<file path="config.mk">
export PLATFORM = sky130hd
export DESIGN_NAME = fir_coeff_loader
export DESIGN_NICKNAME = d
export VERILOG_FILES = /design/src/rtl/fir_pkg.sv /design/src/rtl/fir_coeff_loader_piso_shifter.sv /design/src/rtl/fir_coeff_loader.sv
export SDC_FILE = /design/constraint.sdc
export NUM_CORES = 1
export LEC_CHECK = 0
export CORE_MARGIN = 4
export CORE_UTILIZATION = 46
export CTS_CLUSTER_DIAMETER = 30
export DETAILED_ROUTE_END_ITERATION = 8
export HOLD_SLACK_MARGIN = 0.1
export SETUP_SLACK_MARGIN = 0.02
export SLEW_MARGIN = 25
export SYNTH_ARGS = -nofsm -noshare
export SYNTH_HDL_FRONTEND = slang
export SYNTH_SLANG_ARGS = --single-unit
</file>
<file path="constraint.sdc">
create_clock -name clk -period 2.15 [get_ports clk]
set_input_delay 0.645 -clock clk [delete_from_list [all_inputs] [get_ports clk]]
set_output_delay 0.645 -clock clk [all_outputs]
set_load 0.02 [all_outputs]
</file>
<file path="src/rtl/fir_pkg.sv">
// Shared types and sizing helpers for the fir filter and its coefficient loader.
// Exports loader_state_e plus coefficient-count and counter-width functions.
package fir_pkg;

  typedef enum logic [1:0] {
    COLLECT,
    WAIT,
    STREAM,
    GUARD
  } loader_state_e;

  function automatic int ncoeffs(input int ntaps);
    return (ntaps + 1) / 2;
  endfunction

  function automatic int stream_cnt_w(input int nc, input int dw);
    return (nc * dw > 1) ? $clog2(nc * dw) : 1;
  endfunction

  function automatic int idx_w(input int nc);
    return (nc > 1) ? $clog2(nc) : 1;
  endfunction

endpackage

</file>
<file path="src/rtl/fir_coeff_loader_piso_shifter.sv">
// piso_shifter: parallel-load, serial-out register, MSB first; load wins over shift.
// Ports: clk, rst (sync, active-high), load, shift, din[Width], dout (registered MSB).
module piso_shifter #(
  parameter int Width = 60
) (
  input  logic             clk,
  input  logic             rst,
  input  logic             load,
  input  logic             shift,
  input  logic [Width-1:0] din,
  output logic             dout
);

  logic [Width-1:0] sr_q;
  logic [Width-1:0] sr_d;

  // Zeros shift in, so once every bit has left the
  // register the serial output idles at 0 by itself.
  always_comb begin
    sr_d = sr_q;
    if (load) begin
      sr_d = din;
    end else if (shift) begin
      sr_d = {sr_q[Width-2:0], 1'b0};
    end
  end

  always_ff @(posedge clk) begin
    if (rst) begin
      sr_q <= '0;
    end else begin
      sr_q <= sr_d;
    end
  end

  assign dout = sr_q[Width-1];

endmodule

</file>
<file path="src/rtl/fir_coeff_loader.sv">
// fir_coeff_loader: buffers NCoeffs coefficients via valid/ready, streams them
// bit-serially into the idle fir, and gates fir start around the load.
// Ports: clk, rst, wr_valid/wr_ready/wr_data, start_in, fir_done, start_out,
// coeff_load_out, coeff_out, load_done, overrun (FIR_COEFF_LOADER_OVERRUN_EN).
module fir_coeff_loader
  import fir_pkg::*;
#(
  parameter int DataWidth = 12,
  parameter int NTaps     = 9
) (
  input  logic                 clk,
  input  logic                 rst,
  input  logic                 wr_valid,
  output logic                 wr_ready,
  input  logic [DataWidth-1:0] wr_data,
  input  logic                 start_in,
  input  logic                 fir_done,
  output logic                 start_out,
  output logic                 coeff_load_out,
  output logic                 coeff_out,
`ifdef FIR_COEFF_LOADER_OVERRUN_EN
  output logic                 overrun,
`endif
  output logic                 load_done
);

  localparam int NCoeffs = ncoeffs(NTaps);
  localparam int Bits    = NCoeffs * DataWidth;
  localparam int CntW    = stream_cnt_w(NCoeffs, DataWidth);
  localparam int IdxW    = idx_w(NCoeffs);

  localparam logic [CntW-1:0] LastBit = CntW'(Bits - 1);
  localparam logic [IdxW-1:0] LastIdx = IdxW'(NCoeffs - 1);

  if (NTaps % 2 == 0) begin : g_bad_ntaps
    $fatal(1, "fir_coeff_loader: NTaps must be odd");
  end

  loader_state_e state_q, state_d;

  logic [DataWidth-1:0] coef_q [NCoeffs];
  logic [DataWidth-1:0] coef_d [NCoeffs];

  logic [IdxW-1:0] wcnt_q, wcnt_d;
  logic [CntW-1:0] scnt_q, scnt_d;
  logic            busy_q, busy_d;
  logic            pending_q, pending_d;
  logic            cload_q, cload_d;

  logic            start_c;
  logic            ready_c;
  logic            piso_load;
  logic            piso_shift;
  logic [Bits-1:0] flat;

  // coef[NCoeffs-1] sits at the top so it leaves first.
  always_comb begin
    flat = '0;
    for (int i = 0; i < NCoeffs; i++) begin
      flat[i*DataWidth +: DataWidth] = coef_q[i];
    end
  end

  always_comb begin
    state_d    = state_q;
    wcnt_d     = wcnt_q;
    scnt_d     = scnt_q;
    pending_d  = pending_q;
    cload_d    = 1'b0;
    start_c    = 1'b0;
    ready_c    = 1'b0;
    piso_load  = 1'b0;
    piso_shift = 1'b0;
    for (int i = 0; i < NCoeffs; i++) begin
      coef_d[i] = coef_q[i];
    end

    unique case (state_q)
      COLLECT: begin
        ready_c = 1'b1;
        // A held start goes out now; a new strobe in
        // the same cycle merges into that one pulse.
        start_c   = start_in | pending_q;
        pending_d = 1'b0;
        if (wr_valid) begin
          coef_d[wcnt_q] = wr_data;
          if (wcnt_q == LastIdx) begin
            wcnt_d  = '0;
            state_d = WAIT;
          end else begin
            wcnt_d = wcnt_q + 1'b1;
          end
        end
      end
      WAIT: begin
        start_c   = start_in | pending_q;
        pending_d = 1'b0;
        if (!busy_q && !start_in) begin
          state_d   = STREAM;
          piso_load = 1'b1;
          cload_d   = 1'b1;
          scnt_d    = '0;
        end
      end
      STREAM: begin
        piso_shift = 1'b1;
        cload_d    = 1'b1;
        if (start_in) begin
          pending_d = 1'b1;
        end
        if (scnt_q == LastBit) begin
          state_d = GUARD;
          cload_d = 1'b0;
        end else begin
          scnt_d = scnt_q + 1'b1;
        end
      end
      GUARD: begin
        // Filter still shifts samples this cycle,
        // so starts are held back one more cycle.
        if (start_in) begin
          pending_d = 1'b1;
        end
        state_d = COLLECT;
      end
    endcase

    // start_out wins over a same-cycle done.
    busy_d = busy_q;
    if (start_c) begin
      busy_d = 1'b1;
    end else if (fir_done) begin
      busy_d = 1'b0;
    end
  end

  always_ff @(posedge clk) begin
    if (rst) begin
      state_q   <= COLLECT;
      wcnt_q    <= '0;
      scnt_q    <= '0;
      busy_q    <= 1'b0;
      pending_q <= 1'b0;
      cload_q   <= 1'b0;
      for (int i = 0; i < NCoeffs; i++) begin
        coef_q[i] <= '0;
      end
    end else begin
      state_q   <= state_d;
      wcnt_q    <= wcnt_d;
      scnt_q    <= scnt_d;
      busy_q    <= busy_d;
      pending_q <= pending_d;
      cload_q   <= cload_d;
      for (int i = 0; i < NCoeffs; i++) begin
        coef_q[i] <= coef_d[i];
      end
    end
  end

  piso_shifter #(
    .Width (Bits)
  ) u_piso (
    .clk   (clk),
    .rst   (rst),
    .load  (piso_load),
    .shift (piso_shift),
    .din   (flat),
    .dout  (coeff_out)
  );

`ifdef FIR_COEFF_LOADER_OVERRUN_EN
  logic overrun_q, overrun_d;

  // A strobe meeting an already-held start is lost
  // in every state.
  always_comb begin
    overrun_d = overrun_q | (start_in & pending_q);
  end

  always_ff @(posedge clk) begin
    if (rst) begin
      overrun_q <= 1'b0;
    end else begin
      overrun_q <= overrun_d;
    end
  end

  assign overrun = overrun_q;
`endif

  assign wr_ready       = ready_c & ~rst;
  assign start_out      = start_c & ~rst;
  assign coeff_load_out = cload_q;
  assign load_done      = (state_q == GUARD);

endmodule

</file>
==> summary.md <==
| Metric | Value |
|---|---|
| Status | completed |
| Final routed DRC violation total | 0 |
| Count of nets after finishing | 620 |
| Layout area overhead | 20.3% |
| Cell taking the most area after synthesis | dfxtp_1 |
| Pins Over Slew Limit | 0 |
| Met3 WL post-DR | 342 um |
| Drt total wl | 11900 um |
| Placed inst area | ~0.0060 mm^2 |
| Critical path class | reg -> out |
| Hold Vio Cnt, Final | 0 |
| Switch Pwr | 0.00145 W |
| Cell count of the worst reg-to-reg path | 6 |
| CP Launch Type | flip-flop |
| Share of cells above drive strength 1 | 11.8% |
| Power Internal | 0.00462 W |
| Max IR drop VDD | roughly 0.00054 V |
| Worst-path fanout max | 3 |
| Met2 WL | 5790 um |
| Synth warn | 0 |
| Clk buf depth | 2 |
| First-pass GRT wire length | approximately 20000 um |
| Worst rel slew slack | between 40% and 50% |
| Post-synthesis sequential area ratio | 48.8% |
| Commonest non-fill, non-tap cells in the layout | dfxtp_1, nor2_1, mux2i_1, a211oi_1, nand2_1 |
| Sw Share | 23.9% |
| Sequential share of power | between 40 and 50% |
| Number of synthesized flops with an enable pin | 0 |
| Metal-1 WL | approximately 5600 um |
| Mapped Cells | 570 |
| Main synth FF type | dfxtp_1 |
| GRT Resource Usage Total | between 15 and 20% |
| Top Metal Used | met4 |
| R2r endpoint | u_piso.sr_q[32] |
| Smallest setup slack after layout | slightly above 70 ps |
| Placer congestion estimate | 0.770 |
| Clock power frac | a little under half |
| Setup slack at placement | -488 ps |
| Wire per inst | between 15 and 20 um |
| Hold wc startpoint | coef_q[0][6] |
| Final hold slack | 454 ps |
| Cts-stage hold buffer count | 0 |
| Port bufs | 21 |
| Asr flop ratio synth | 0% |
| Most common cell after layout, fill and taps aside | dfxtp_1 |
| Max cap viols | 0 |
| Initial core utilization | 47.6% |
| Mapped Area | 0.00550 mm^2 |
| CP max stage cell | dfxtp_2 |
| Initial DRC Count | 232 |
| Netlist cell types | 39 |
| Finished Layout Cells | 752 |
| RSZ-0062 raised after global routing | false |
| Final setup violation count | 0 |
| DRT antenna net count | 0 |
| Tightest Pin Transition | 750 ps |
| DP Wirelength | between 7000 and 8000 um |
| Num ports | 22 |
| Power Density | 916 mW/mm^2 |
| Core Box Area | 0.0116 mm^2 |
| Post-route cell area | 0.00662 mm^2 |
| RR Startpoint | state_q[0] |
| Worst Hold Path Cells | 2 |
| FF-to-FF setup slack | 380 ps |
| Drt pass-1 iters | 6 |
| Clk root buf | clkbuf_16 |
| Min-delay worst type | reg -> reg |
| Yosys top cell area share | 48.8% |
| CP delay by family, top | buffers and inverters |
| FP Rows | 39 |
| CP Data Arrival Time | between 1000 and 1500 ps |
| Post-DR vias/cell | 5.36 |
| Inst Count DP | 718 |
| Die area | 0.0138 mm^2 |
| Initial antenna violation count | 0 |
| Pin count of the biggest net entering global routing | 72 |
| Max Clk Rate | between 400 and 500 MHz |
| Crit share post-route | 96.7% |
| N_diodes | 0 |
| Clk slew on worst S/H paths | 60 ps |
| Net Count, Synth | ~600 |
| Clock skew | approximately 9.1 ps |
| Clock Latency Late Sink | between 400 and 500 ps |
| Comb power frac | slightly below 9% |
| Vias in the first global route | 4077 |
| Req. time, crit path | 1500 ps |
| CTS tree | built |
| Synth area leaders | dfxtp_1, mux2i_1, a211oi_1, nor2_1, nand2_1 |
| Slowest cell delay on critical path | 330 ps |
| Tmin final | 2080 ps |
| Die H | approximately 120 um |
| #FFs+latches synth | between 100 and 150 |
| Global route overflow | 0 |
| CTS sink count | around 130 |
| Die Width | 117 um |
| Hold EP | coef_q[0][6] |
| Crit path capture type | output port |
| H-Tree Depth | 4 |
| Num CTS Buffers | 17 |
| Via count | roughly 4000 |
| Crit path buffers/inverters | 2 |
| Crit-path cells | inv_1 > ha_1 > nor2b_1 > clkdlybuf4s15_2 |
| Leakage power | 2.50 nW |
| Mapped Avg Cell Area | 9.65 um^2 |
power groups by stage:
stage          sequential [W]  clock [W]  combinational (W)
2_1_floorplan         0.00272          0           0.000343
3_3_place_gp          0.00274          0           0.000516
3_5_place_dp          0.00274          0           0.000534
4_1_cts               0.00269    0.00290           0.000537
5_1_grt               0.00271    0.00302           0.000597
6_report              0.00269    0.00284           0.000536
cell usage after synthesis (all sizes together) (2+ instances only):
| master | n |
|---|---|
| a21oi | 18 |
| mux2i | 109 |
| nor3 | 2 |
| ha | 7 |
| nand3 | 8 |
| a211oi | 61 |
| and3 | 2 |
| inv | 5 |
| o21ai | 5 |
| dfxtp | 134 |
| nand2 | 31 |
| nor2 | 122 |
| nand2b | 4 |
| clkbuf | 23 |
| nand4b | 2 |
| a31oi | 2 |
| buf | 20 |
worst min-delay path, delay by kind of cell (launching register included):
kind,cells,cell delay [ps]
flops,1,310
simple gates,1,50
compound gates,1,50
layout make-up:
class	instances	area, um^2
Fill cell	1037	4940
Multi-Input combinational cell	388	2620
Clock inverter	12	128
Sequential cell	134	2680
Inverter	5	18.8
Tap cell	143	179
Clock buffer	20	457
Timing Repair Buffer	50	538
layer usage:
layer	up-vias	GRT usage (%)
met2	43	30.4
met5	-	0
met1	1928	22.1
met4	0	7.70
li1	2047	-
met3	16	5.68
flip-flops by register name, indices dropped and copies added (netlist names):
| signal | flops |
|---|---|
| coef_q | 60 |
| u_piso.sr_q | 60 |
| scnt_q | 6 |
| wcnt_q | 3 |
| state_q | 2 |
| busy_q | 1 |
| coeff_load_out | 1 |
| pending_q | 1 |
through the flow:
stage / power [W] / util, % / TNS (ps)
after floorplan: 0.00306 / - / 0
after global placement: 0.00326 / 51.9 / -2640
after detailed placement: 0.00328 / 52.1 / -3020
after CTS: 0.00613 / 57.1 / -30.2
after global routing: 0.00633 / 57.2 / 0
final: 0.00607 / 57.2 / 0
timing repair:
action	in CTS	in global routing
gates resized for setup	10	1
buffers inserted	0	2
pin swaps	1	2
endpoints found under the setup margin	3	1
how the worst max path moves through the flow:
stage,startpoint,end,slack (ps),depth (start not counted)
3_3_place_gp,start_in,start_out,-450,4
2_1_floorplan,rst,wr_ready,190,3
4_1_cts,start_in,start_out,-30,4
6_report,state_q[0],wr_ready,70,4
5_1_grt,state_q[0],wr_ready,7,4
3_5_place_dp,start_in,start_out,-490,4
cell families (layout without fill, tap and decap cells):
| family | Yosys count | after routing | synth area share (%) |
|---|---|---|---|
| buffers and inverters | 48 | 87 | 4.16 |
| xor gates and xnor gates | 1 | 1 | 0.159 |
| adders and majority gates | 7 | 7 | 1.59 |
| muxes | 109 | 109 | 19.8 |
| DFF | 134 | 134 | 48.8 |
| AOI/OAI and AO/OA | 93 | 93 | 11.8 |
| and+or+nand+nor | 178 | 178 | 13.7 |
(Power assumes the default switching activity.)
==> RTL change 1, RTL diff (same flow settings) <==
The 4 states of `loader_state_e` get a one-hot encoding in 4 bits.
--- a/src/rtl/fir_pkg.sv
+++ b/src/rtl/fir_pkg.sv
@@ -2,11 +2,11 @@
 // Exports loader_state_e plus coefficient-count and counter-width functions.
 package fir_pkg;
 
-  typedef enum logic [1:0] {
-    COLLECT,
-    WAIT,
-    STREAM,
-    GUARD
+  typedef enum logic [3:0] {
+    COLLECT = 4'b0001,
+    WAIT    = 4'b0010,
+    STREAM  = 4'b0100,
+    GUARD   = 4'b1000
   } loader_state_e;
 
   function automatic int ncoeffs(input int ntaps);
Check against the original RTL: no difference found for any inputs over 10 cycles, from zero or initial values and one cycle with rst high; not proved beyond that.
==> RTL change 1 against the original RTL <==
- non-clock buffer count stayed put
- wire length is 0.83% lower
- synthesized area is 1.6% higher
- total power is 3.1% lower
- setup slack better by 0.0022 ns
- clock power is 5% lower
- sequential cell count is 2 higher
- design area is 0.79% higher
- first-iteration DRC count is 5.6% higher
- largest cell class unchanged
- largest power group unchanged
==> RTL change 1: results (changes against the original RTL) <==
| Metric | Value |
|---|---|
| Vias in the first global route | 4026 (-1.3%) |
| Top area cells in the synthesized netlist | dfxtp_1 49%, mux2i_1 21%, nor2_1 8.5% |
| Iter 0 DRT Violations | 245 (+5.6%) |
| Global-route wire length before repair | 20100 um (-0.79%) |
| Leakage | 3.36 nW (+34%) |
| Post-CTS sizing | 16 (+6) |
| Post-Syn Nets | 583 (-1.9%) |
| Largest net degree at the start of global routing | 75 (+4.2%) |
| Hold Startpoint | coef_q[0][0] |
| Fraction of area in multi-input gates | 40.2% (+0.66 points) |
| Multi-input logic cell count | 381 (-1.8%) |
| Setup WS post-layout | 0.0738 ns (+0.00222 ns) |
| Total of fill cells in the finished design | 1095 (+5.6%) |
| Clock skew | 0.00563 ns (-0.00351 ns) |
| Post-synthesis sequential area ratio | 48.7% (-0.070 points) |
| DP Area | 6120 sq um (+1.7%) |
| Final clock-cell share | 8.18% (-0.65 points) |
| Syn avg cell area | 9.93 sq um (+2.9%) |
| Post-synthesis compound-gate area fraction | 10.9% (-0.84 points) |
| Critical Path Sink | load_done |
| All-Layer GR Usage | 17.9% (-0.43 points) |
| Sink Count | 136 (+1.5%) |
| Clock buffer cells | 19 (-5.0%) |
| Worst-Margin Slew | 0.754 ns (+0.00380 ns) |
| Commonest cells in the netlist | 136 x dfxtp_1, 126 x nor2_1, 116 x mux2i_1, 56 x a211oi_1, 23 x clkbuf_1 |
| Biggest regs | coef_q (60), u_piso.sr_q (60), scnt_q (6) |
| Data buffer area share | 7.95% (-0.18 points) |
| Placed insts | 716 (-0.28%) |
| RR Endpoint | u_piso.sr_q[12] |
| Switching share of total power | 24.1% (+0.17 points) |
| Routed len/inst | 15.9 um (-0.17%) |
| Final net count | 608 (-1.9%) |
| Register-to-Register Path Depth | 5 (-1) |
| FF/Latch Area | 2720 sq um (+1.5%) |
| Via count | 4088 (+1.3%) |
| Post-synthesis adder-cell area fraction | 0.671% (-0.92 points) |
| Router iterations before antenna repair | 5 (-1) |
| Vias/cell | 5.47 (+2.0%) |
| Share of cells above drive strength 1 | 12.7% (+0.84 points) |
| Nonclk inv count | 2 (-3) |
| Reg power frac | 45.4% (+1.0 points) |
| Setup Fix Bufs, Post-CTS | 0 (unchanged) |
| Port Buf Inserts | 21 (unchanged) |
| CP Max Fanout | 4 (+1) |
| Pint | 4.46 mW (-3.3%) |
| Mux share of post-synthesis cell area | 21.0% (+1.1 points) |
| CP startpoint | state_q[3] |
| Clock network fraction of design power | 45.7% (-1.1 points) |
| Setup WS pre-CTS | -0.628 ns (-0.140 ns) |
| Hold endpoint | u_piso.sr_q[0] |
| Worst VDD drop | 596 uV (+9.7%) |
| Flop2flop setup slack | 0.22 ns (-0.16 ns) |
| Dpl hpwl | 7460 um (+0.78%) |
| XOR/XNOR share of the synthesized area | 0.470% (+0.31 points) |
| Hold_ws | 0.452 ns (-0.00250 ns) |
| Synth cell types | 40 (+2.6%) |
| GP Congestion | 0.754 (-2.0%) |
| Run status | finished clean |
| Finished Core Util | 55.8% (-1.5 points) |
-- RTL change 1: cell types whose count changed in the layout (fill, tap and decap cells not counted), moves of 5 or more --
cell and change:
a21oi_1 -10, a211oi_1 -5, mux2i_1 +7, nor2_1 +5, nand2_1 -18, nor2b_1 +5
-- RTL change 1: worst max-delay path: stages, from the launching register on --
cell and delay, ns:
dfxtp_1 0.42, nor4b_2 0.29, clkdlybuf4s15_2 0.31
-- RTL change 1: cells by family after synthesis --
kind of cell | after synthesis
xor gates and xnor gates | 3
and+or+nand+nor | 174
AOI/OAI and AO/OA | 84
adders and majority gates | 3
muxes | 117
buffers and inverters | 46
DFF | 136
-- RTL change 1: routing by layer --
| metal | wire (um) | global-route usage (%) |
|---|---|---|
| met1 | 5570 | 22.4 |
| met2 | 5690 | 29.7 |
| met3 | 415 | 4.35 |
| met4 | 170 | 7.03 |
| met5 | 0 | 0 |
==> RTL change 2, RTL diff (config.mk and constraints unchanged) <==
Made on the original files. Change the parameter `DataWidth` from 12 to 6.
--- a/src/rtl/fir_coeff_loader.sv
+++ b/src/rtl/fir_coeff_loader.sv
@@ -5,7 +5,7 @@
 module fir_coeff_loader
   import fir_pkg::*;
 #(
-  parameter int DataWidth = 12,
+  parameter int DataWidth = 6,
   parameter int NTaps     = 9
 ) (
   input  logic                 clk,
Interface: changed (resized wr_data); port bits go from 22 to 16. No check against the original RTL was run, so the function may have changed too.
==> RTL change 2 against the original RTL <==
- sequential cell count down 61
- first-iteration DRC count down 64%
- core utilization down 1.2 points
- die area fell by 40%
- design area fell by 45%
- highest routed layer unchanged
- hold slack improved by 0.010 ns
- maximum frequency is 6.6% higher
- global-route usage is 2.5 points lower
- synthesized area fell by 43%
- total power shrank 42%
- wire length is 48% lower
- setup slack improved by 0.13 ns
- non-clock buffer count decreased by 15
- largest cell class is now multi-input gates
==> RTL change 2: results (changes against the original RTL) <==
| Metric | Value |
|---|---|
| Dpl hpwl | 3910 um (-47%) |
| Vias in the first global route | 2114 (-48%) |
| Syn avg cell area | 9.76 sq um (+1.1%) |
| Routed len/inst | 14.5 um (-8.4%) |
| Post-Syn Nets | 340 (-43%) |
| Clock buffer cells | 9 (-55%) |
| Global-route wire length before repair | 10300 um (-49%) |
| Critical Path Sink | start_out |
| Total wire length | 6180 um (-48%) |
| Fraction of area in multi-input gates | 42.5% (+3.0 points) |
| Clock network fraction of design power | 30.8% (-16 points) |
| RR Endpoint | u_piso.sr_q[22] |
| Router iterations before antenna repair | 4 (-2) |
| CP Max Fanout | 4 (+1) |
| Crit path arrival time | 1.30 ns (-0.13 ns) |
| Synth cell types | 37 (-5.1%) |
| GP Congestion | 0.754 (-2.0%) |
| FF/Latch Area | 1460 sq um (-45%) |
| All-Layer GR Usage | 15.8% (-2.5 points) |
| Worst skew pair latency | 0.35 ns (-0.07 ns) |
| Hold Startpoint | coef_q[0][0] |
| Non-CTS buffers | 35 (-30%) |
| DP Area | 3440 sq um (-43%) |
| Flop2flop setup slack | 0.29 ns (-0.09 ns) |
| P per Cell Area | 972 nW/um^2 (+6.0%) |
| Sequential cell count | 73 (-46%) |
| Total of fill cells in the finished design | 596 (-43%) |
| Area share of the largest cell type after synthesis | 46.6% (-2.1 points) |
| Multi-input logic cell count | 219 (-44%) |
| Leakage | 1.44 nW (-42%) |
| Largest net degree at the start of global routing | 73 (+1.4%) |
| Run status | finished clean |
| Slew Limit Headroom | 49.4% (-0.58 points) |
| Iter 0 DRT Violations | 83 (-64%) |
| Chip width | 90.5 um (-23%) |
| Port Buf Inserts | 15 (-29%) |
| Clock skew | 0.0107 ns (+0.00155 ns) |
| Top area cells in the synthesized netlist | dfxtp_1 47%, mux2i_1 19%, nor2_1 8.5% |
| Placed insts | 408 (-43%) |
| Biggest regs | coef_q (30), u_piso.sr_q (30), scnt_q (5) |
| Share of cells above drive strength 1 | 14.4% (+2.5 points) |
| CTS root buf | clkbuf_8 |
| Final period util | 90.7% (-6.0 points) |
| Data buffer area share | 8.63% (+0.50 points) |
| Syn-to-layout area delta | 16.2% |
| H-Tree Depth | 3 (-1) |
| Vias/cell | 5.31 (-0.96%) |
| Hold_ws | 0.464 ns (+0.0101 ns) |
| Combinational Power Share | 23.0% (+14 points) |
| Final clock-cell share | 5.53% (-3.3 points) |
| Pint | 2.47 mW (-47%) |
| Critical register-to-register path startpoint | state_q[1] |
| Worst VDD drop | 516 uV (-5.2%) |
[RTL change 2: cell types whose count changed after synthesis, sizes merged, moves of 4 or more]
| cell | change |
|---|---|
| dfxtp | -61 |
| nor2 | -51 |
| mux2i | -49 |
| a211oi | -30 |
| nand2 | -27 |
| a21oi | -11 |
| buf | -11 |
| clkbuf | -8 |
| nand2b | -4 |
[RTL change 2: layer usage]
metal | track usage [%] | up-vias | wire length (um)
li1 | - | 1179 | -
met1 | 19.8 | 1049 | 3000
met2 | 25.3 | 24 | 2900
met3 | 5.92 | 6 | 210
met4 | 4.59 | 0 | 76
met5 | 0 | - | 0
[RTL change 2: kinds of logic after synthesis]
logic type               Yosys count  share of synthesized area [%]
buffers and inverters             29                           4.07
flip-flops                        73                           46.6
AO/OA/AOI/OAI                     51                           11.3
AND/OR/NAND/NOR                   98                           14.9
adder cells (fa/ha/maj)            8                           3.20
multiplexers                      62                           19.9
